==> config.mk <==
export PLATFORM = sky130hd
export DESIGN_NAME = alu_writeback_stage_flat
export DESIGN_NICKNAME = d
export VERILOG_FILES = /design/src/rtl/alu_wb_pkg.sv /design/src/rtl/alu_writeback_stage_if.sv /design/src/rtl/alu_wb_fifo.sv /design/src/rtl/alu_writeback_stage.sv /design/src/flat_wrapper.sv
export SDC_FILE = /design/constraint.sdc
export NUM_CORES = 1
export LEC_CHECK = 0
export ABC_AREA = 1
export CAP_MARGIN = 20
export CORE_MARGIN = 1.5
export CORE_UTILIZATION = 59
export CTS_CLUSTER_SIZE = 8
export DETAILED_ROUTE_END_ITERATION = 16
export PLACE_DENSITY_LB_ADDON = 0.2
export SYNTH_ARGS = -nofsm -noshare
export SYNTH_HDL_FRONTEND = slang
export SYNTH_SLANG_ARGS = --single-unit
==> constraint.sdc <==
create_clock -name clk -period 6.6 [get_ports clk]
set_input_delay 1.65 -clock clk [delete_from_list [all_inputs] [get_ports clk]]
set_output_delay 1.65 -clock clk [all_outputs]
set_load 0.02 [all_outputs]
==> src/rtl/alu_wb_pkg.sv <==
// Shared constants for the ALU writeback stage: flag layout and default datapath widths.
// Imported by the ALU-side interface, the FIFO wrapper and the top level.
package alu_wb_pkg;

  localparam int unsigned FLAG_W = 4;

  localparam int unsigned FLAG_N = 3;
  localparam int unsigned FLAG_Z = 2;
  localparam int unsigned FLAG_C = 1;
  localparam int unsigned FLAG_V = 0;

  localparam int unsigned DEF_DATA_W = 32;
  localparam int unsigned DEF_OP_W   = 6;

endpackage

==> src/rtl/alu_writeback_stage_if.sv <==
// Handshake bundle between the ALU, the writeback stage and the register-file writeback.
// The slave modport is the stage's view; master is the surrounding environment's view.
interface alu_writeback_stage_if
  import alu_wb_pkg::*;
#(
  parameter int unsigned DATA_W = DEF_DATA_W,
  parameter int unsigned OP_W   = DEF_OP_W
) ();

  logic              in_valid;
  logic              in_ready;
  logic [OP_W-1:0]   in_op;
  logic [DATA_W-1:0] in_result;
  logic              in_carry;
  logic              in_over;

  logic              out_valid;
  logic              out_ready;
  logic [OP_W-1:0]   out_op;
  logic [DATA_W-1:0] out_result;
  logic [FLAG_W-1:0] out_flags;

  modport slave (
    input  in_valid, in_op, in_result, in_carry, in_over, out_ready,
    output in_ready, out_valid, out_op, out_result, out_flags
  );

  modport master (
    output in_valid, in_op, in_result, in_carry, in_over, out_ready,
    input  in_ready, out_valid, out_op, out_result, out_flags
  );

endinterface

==> src/rtl/alu_wb_fifo.sv <==
// Generic synchronous FIFO with wrap-around pointers and an occupancy count.
// The caller guarantees push only when not full and pop only when not empty.
module alu_wb_fifo #(
  parameter int unsigned  WIDTH = 42,
  parameter int unsigned  DEPTH = 4,
  localparam int unsigned PtrW  = $clog2(DEPTH),
  localparam int unsigned CntW  = $clog2(DEPTH + 1)
) (
  input  logic             clk,
  input  logic             rst,
  input  logic             push,
  input  logic             pop,
  input  logic [WIDTH-1:0] wdata,
  output logic [WIDTH-1:0] rdata,
  output logic [CntW-1:0]  count,
  output logic             full,
  output logic             empty
);

  logic [WIDTH-1:0] mem_q [DEPTH];
  logic [WIDTH-1:0] mem_d [DEPTH];
  logic [PtrW-1:0]  wr_ptr_q, wr_ptr_d;
  logic [PtrW-1:0]  rd_ptr_q, rd_ptr_d;
  logic [CntW-1:0]  count_q, count_d;

  always_comb begin
    mem_d    = mem_q;
    wr_ptr_d = wr_ptr_q;
    rd_ptr_d = rd_ptr_q;
    count_d  = count_q;
    if (push) begin
      mem_d[wr_ptr_q] = wdata;
      wr_ptr_d        = wr_ptr_q + PtrW'(1);
    end
    if (pop) begin
      rd_ptr_d = rd_ptr_q + PtrW'(1);
    end
    if (push && !pop) begin
      count_d = count_q + CntW'(1);
    end else if (pop && !push) begin
      count_d = count_q - CntW'(1);
    end
  end

  always_ff @(posedge clk) begin
    if (rst) begin
      wr_ptr_q <= '0;
      rd_ptr_q <= '0;
      count_q  <= '0;
    end else begin
      wr_ptr_q <= wr_ptr_d;
      rd_ptr_q <= rd_ptr_d;
      count_q  <= count_d;
    end
  end

  // Storage is deliberately left out of reset.
  always_ff @(posedge clk) begin
    mem_q <= mem_d;
  end

  assign rdata = mem_q[rd_ptr_q];
  assign count = count_q;
  assign full  = (count_q == CntW'(DEPTH));
  assign empty = (count_q == '0);

endmodule

==> src/rtl/alu_writeback_stage.sv <==
// Buffers ALU results with derived N/Z/C/V flags toward register-file writeback,
// and keeps a sticky flag register plus a saturating signed-overflow counter.
module alu_writeback_stage
  import alu_wb_pkg::*;
#(
  parameter int unsigned  DATA_W = DEF_DATA_W,
  parameter int unsigned  OP_W   = DEF_OP_W,
  parameter int unsigned  DEPTH  = 4,
  parameter int unsigned  CNT_W  = 8,
  localparam int unsigned CntW   = $clog2(DEPTH + 1)
) (
  input  logic              clk,
  input  logic              rst,
  alu_writeback_stage_if.slave bus,
  output logic [CntW-1:0]   count,
  input  logic              sticky_clr,
  output logic [FLAG_W-1:0] sticky_flags,
  output logic [CNT_W-1:0]  over_cnt
);

  localparam int unsigned EntryW = OP_W + DATA_W + FLAG_W;

  logic              push, pop, full, empty;
  logic [FLAG_W-1:0] in_flags;
  logic [EntryW-1:0] head;
  logic [FLAG_W-1:0] sticky_q, sticky_d;
  logic [CNT_W-1:0]  over_cnt_q, over_cnt_d;

  always_comb begin
    in_flags         = '0;
    in_flags[FLAG_N] = bus.in_result[DATA_W-1];
    in_flags[FLAG_Z] = (bus.in_result == '0);
    in_flags[FLAG_C] = bus.in_carry;
    in_flags[FLAG_V] = bus.in_over;
  end

  // Readiness comes from occupancy alone, so a full FIFO refuses even with a same-cycle pop.
  assign bus.in_ready  = !full;
  assign bus.out_valid = !empty;
  assign push          = bus.in_valid && !full;
  assign pop           = !empty && bus.out_ready;

  alu_wb_fifo #(
    .WIDTH (EntryW),
    .DEPTH (DEPTH)
  ) u_fifo (
    .clk   (clk),
    .rst   (rst),
    .push  (push),
    .pop   (pop),
    .wdata ({bus.in_op, bus.in_result, in_flags}),
    .rdata (head),
    .count (count),
    .full  (full),
    .empty (empty)
  );

  always_comb begin
    bus.out_op     = '0;
    bus.out_result = '0;
    bus.out_flags  = '0;
    if (!empty) begin
      bus.out_op     = head[EntryW-1 -: OP_W];
      bus.out_result = head[FLAG_W +: DATA_W];
      bus.out_flags  = head[FLAG_W-1:0];
    end
  end

  always_comb begin
    sticky_d   = (sticky_clr ? '0 : sticky_q) | (push ? in_flags : '0);
    over_cnt_d = over_cnt_q;
    if (push && in_flags[FLAG_V] && (over_cnt_q != {CNT_W{1'b1}})) begin
      over_cnt_d = over_cnt_q + CNT_W'(1);
    end
  end

  always_ff @(posedge clk) begin
    if (rst) begin
      sticky_q   <= '0;
      over_cnt_q <= '0;
    end else begin
      sticky_q   <= sticky_d;
      over_cnt_q <= over_cnt_d;
    end
  end

  assign sticky_flags = sticky_q;
  assign over_cnt     = over_cnt_q;

endmodule
==> src/flat_wrapper.sv <==
// flat-port wrapper written by rule: the top's interface ports become plain ports
module alu_writeback_stage_flat import alu_wb_pkg::*;
#(
  parameter int unsigned  DATA_W = DEF_DATA_W,
  parameter int unsigned  OP_W   = DEF_OP_W,
  parameter int unsigned  DEPTH  = 4,
  parameter int unsigned  CNT_W  = 8,
  localparam int unsigned CntW   = $clog2(DEPTH + 1)
)
  (clk, rst, count, sticky_clr, sticky_flags, over_cnt, bus_in_valid, bus_in_op, bus_in_result, bus_in_carry, bus_in_over, bus_out_ready, bus_in_ready, bus_out_valid, bus_out_op, bus_out_result, bus_out_flags);
  alu_writeback_stage_if #(.DATA_W(DATA_W), .OP_W(OP_W)) bus_i ();
  input  logic clk;
  input  logic rst;
  output logic [CntW-1:0] count;
  input  logic sticky_clr;
  output logic [FLAG_W-1:0] sticky_flags;
  output logic [CNT_W-1:0] over_cnt;
  input wire logic [$bits(bus_i.in_valid)-1:0] bus_in_valid;
  input wire logic [$bits(bus_i.in_op)-1:0] bus_in_op;
  input wire logic [$bits(bus_i.in_result)-1:0] bus_in_result;
  input wire logic [$bits(bus_i.in_carry)-1:0] bus_in_carry;
  input wire logic [$bits(bus_i.in_over)-1:0] bus_in_over;
  input wire logic [$bits(bus_i.out_ready)-1:0] bus_out_ready;
  output wire logic [$bits(bus_i.in_ready)-1:0] bus_in_ready;
  output wire logic [$bits(bus_i.out_valid)-1:0] bus_out_valid;
  output wire logic [$bits(bus_i.out_op)-1:0] bus_out_op;
  output wire logic [$bits(bus_i.out_result)-1:0] bus_out_result;
  output wire logic [$bits(bus_i.out_flags)-1:0] bus_out_flags;
  assign bus_i.in_valid = bus_in_valid;
  assign bus_i.in_op = bus_in_op;
  assign bus_i.in_result = bus_in_result;
  assign bus_i.in_carry = bus_in_carry;
  assign bus_i.in_over = bus_in_over;
  assign bus_i.out_ready = bus_out_ready;
  assign bus_in_ready = bus_i.in_ready;
  assign bus_out_valid = bus_i.out_valid;
  assign bus_out_op = bus_i.out_op;
  assign bus_out_result = bus_i.out_result;
  assign bus_out_flags = bus_i.out_flags;
  alu_writeback_stage #(.DATA_W(DATA_W), .OP_W(OP_W), .DEPTH(DEPTH), .CNT_W(CNT_W)) u_core (.clk(clk), .rst(rst), .bus(bus_i), .count(count), .sticky_clr(sticky_clr), .sticky_flags(sticky_flags), .over_cnt(over_cnt));
endmodule
==> flow_summary.yaml <==
clock_network:
  clk_pin_slew_ns: 0.06
  cts_buffer_depth: 2
  cts_tree: "built"
  cts_htree_levels: 4
  clock_latency_ns: 0.43
  cts.repair.resized: 0
  cts_hold_buf: 0
  cts-root-buf: "clkbuf_16"
  cts_buffers: 17
  postCtsSetupRepairBufs: 0
  cts.sinks: 183
global_route:
  first_global_vias: 5093
  gr-usage-met2_pct: 43.59
  grt.busiest_layer: "met2"
  antenna_found_initial: 0
  grt_start_max_net_pins: 84
  grt_util_met3_pct: 6.328
  overflow: 0
  gr-usage-met1_pct: 31.35
  grt_usage_pct: 25.35
  grt_pass1_wl_um: 25020
drt:
  ant_nets: 0
  drc: 0
  vias: 5057
  drtPass1Iterations: 4
  drt_wl_total_um: 16020
  drtIter0Drc: 453
  wl_per_cell_um: 17.24
  via_per_inst: 5.443
synthesis:
  synth_xor_area_share_pct: 0.5858
  synth.area.mux_share_pct: 0
  yosys.area_share.simple_pct: 13.61
  ys_seq_area_share_pct: 70.96
  synth_top_family_by_area: "simple AND/OR/NAND/NOR gates"
  synth_compound_area_share_pct: 9.757
  synth_adder_area_share_pct: 1.272
  syn_nets: 705
  avgSynthCellArea_um2: 11.45
  synth_cells: 653
  ys_ff_latch: 183
  ys_warn_count: 0
  netlist_area_um2: 7476
  ys_types: 24
setup_path:
  critPathMaxFanout: 43
  reg2regPathDepth: 12
  regToRegSetupSlack_ns: 3.62
  end_kind: "primary output"
  start_kind: "register"
  r2r_start: "u_core.u_fifo.count[2]"
  endpoint: "bus_out_flags[2]"
  arrival_ns: 3.20
  cp-startpoint: "u_core.u_fifo.rd_ptr_q[1]"
  critical_path_class: "register to primary output"
  reg2reg_to: "u_core.u_fifo.count[2]"
  required_ns: 4.95
final_layout:
  fin_nets: 800
  layout_common_cells: "201 x nor2_1, 164 x edfxtp_1, 103 x clkdlybuf4s50_1, 78 x o21ai_0, 55 x a21oi_1"
  multi_input_area_um2: 1916
  layout.area.seq_um2: 5308
  final_common_cell: "nor2_1"
  area_growth_pct: 22.90
  insertedDiodeCount: 0
  final_design_area_no_fill_um2: 9188
  drive_gt1_share_pct: 7.227
  fillers: 808
  stdcell_count: 929
timing:
  period_share_pct: 73.46
  hold_viol: 0
  fmaxAchievable_mhz: 206.3
  setup_violations: 0
  fin_ws_ns: 1.752
  maxSlewViolCount: 0
  rsz0062_at_grt: "no"
  clock_skew_ns: 0.004723
  slew_headroom_pct: 39.91
  tns_ns: 0
  fin_crit_ns: 4.848
  worstMarginPinSlew_ns: 0.9014
  whs_ns: 0.4859
floorplan:
  die_w_um: 115.6
  die_y_um: 115.6
  pin_count: 104
  num_rows: 40
  die-area_um2: 13360
  core_area_um2: 12160
  floorplan.initialDensity_pct: 61.47
placement:
  dp_cells: 897
  place_congestion: 0.8322
  dp_slack_ns: 2.245
  dp_hpwl_um: 9730
  port_buffers: 103
  dpl_cell_area_um2: 8618
run_status:
  status: "finished clean"
power:
  p_leak_nw: 3.197
  seqPwrFrac_pct: 38.4
  netSwitchingPower_mw: 1.292
  max-vdd-ir-drop_mv: 0.2762
  clkPwrFrac_pct: 25.8
  p_sw_share_pct: 33.91
  p_int_mw: 2.517
  comb_power_share_pct: 35.7
  pwr_density_cell_nw_per_um2: 414.6
min_path:
  hp-class: "register to register"
flow_run:
  drv_cap: 0
-- cell families (layout without fill, tap and decap cells) --
group | Yosys count | after routing
simple gates | 252 | 252
flops | 183 | 183
compound gates | 145 | 145
buf+inv | 61 | 169
fa+ha+maj | 7 | 7
xor+xnor | 5 | 5
-- synthesized netlist by cell type, drive strengths merged --
cell | number | area (µm²)
a21oi | 56 | 284.0
buf | 20 | 131.4
clkbuf | 14 | 52.55
dfxtp | 19 | 380.4
edfxtp | 164 | 4925
fa | 1 | 20.02
ha | 6 | 75.07
inv | 27 | 101.3
nand2 | 41 | 168.9
nand3 | 3 | 40.03
nand4 | 1 | 6.260
nor2 | 205 | 769.5
nor3 | 2 | 32.53
o21ai | 89 | 445.4
xnor2 | 2 | 17.52
xor2 | 3 | 26.28
-- power groups by stage --
stage                     Clock (mW)  Combinational, mW  Sequential (mW)
after global placement             0               1.33             1.48
after CTS                      0.993               1.37             1.46
final                          0.985               1.36             1.46
after global routing            1.04               1.47             1.47
after floorplan                    0              0.772             1.49
after detailed placement           0               1.36             1.49
-- layout make-up --
class | instances | share of cell area (%)
Tap cell | 168 | 2.288
Timing Repair Buffer | 110 | 11.79
Multi-Input combinational cell | 409 | 20.85
Sequential cell | 183 | 57.77
Clock buffer | 19 | 4.712
Clock inverter | 13 | 1.484
Inverter | 27 | 1.103
-- how the worst min path moves through the flow --
stage / from / to / slack [ns] / depth (start not counted)
after floorplan: u_core.u_fifo.wr_ptr_q[1] / u_core.u_fifo.wr_ptr_q[1] / 0.49 / 2
after global placement: u_core.sticky_flags[0] / u_core.sticky_flags[0] / 0.46 / 2
after detailed placement: u_core.sticky_flags[0] / u_core.sticky_flags[0] / 0.47 / 2
after CTS: u_core.sticky_flags[0] / u_core.sticky_flags[0] / 0.48 / 2
after global routing: u_core.sticky_flags[1] / u_core.sticky_flags[1] / 0.51 / 2
final: u_core.sticky_flags[2] / u_core.sticky_flags[2] / 0.49 / 2
-- worst max-delay path: stages, from the launching register on --
cell and delay (ns):
dfxtp_2 0.91, inv_2 0.59, nor2_1 0.21, o21ai_0 0.10
a21oi_1 0.25, clkdlybuf4s50_1 0.67
-- state kept, by name, summed over array words and instances, names as in the netlist --
name / flops
u_core.u_fifo.mem_q: 164
u_core.over_cnt: 8
u_core.sticky_flags: 4
u_core.u_fifo.count: 3
u_core.u_fifo.rd_ptr_q: 2
u_core.u_fifo.wr_ptr_q: 2
-- stage by stage --
step | power [mW] | utilization [%]
2_1_floorplan | 2.262 | -
3_3_place_gp | 2.812 | 70.86
3_5_place_dp | 2.847 | 70.86
4_1_cts | 3.829 | 75.55
5_1_grt | 3.976 | 75.55
6_report | 3.809 | 75.55
-- metal layers --
layer | part of all wire (%) | routed length, µm
met3 | 5.6 | 902
met2 | 52 | 8392
met1 | 40 | 6464
met4 | 1.6 | 257
met5 | 0 | 0
No activity file was read; power rests on OpenSTA's default activity.
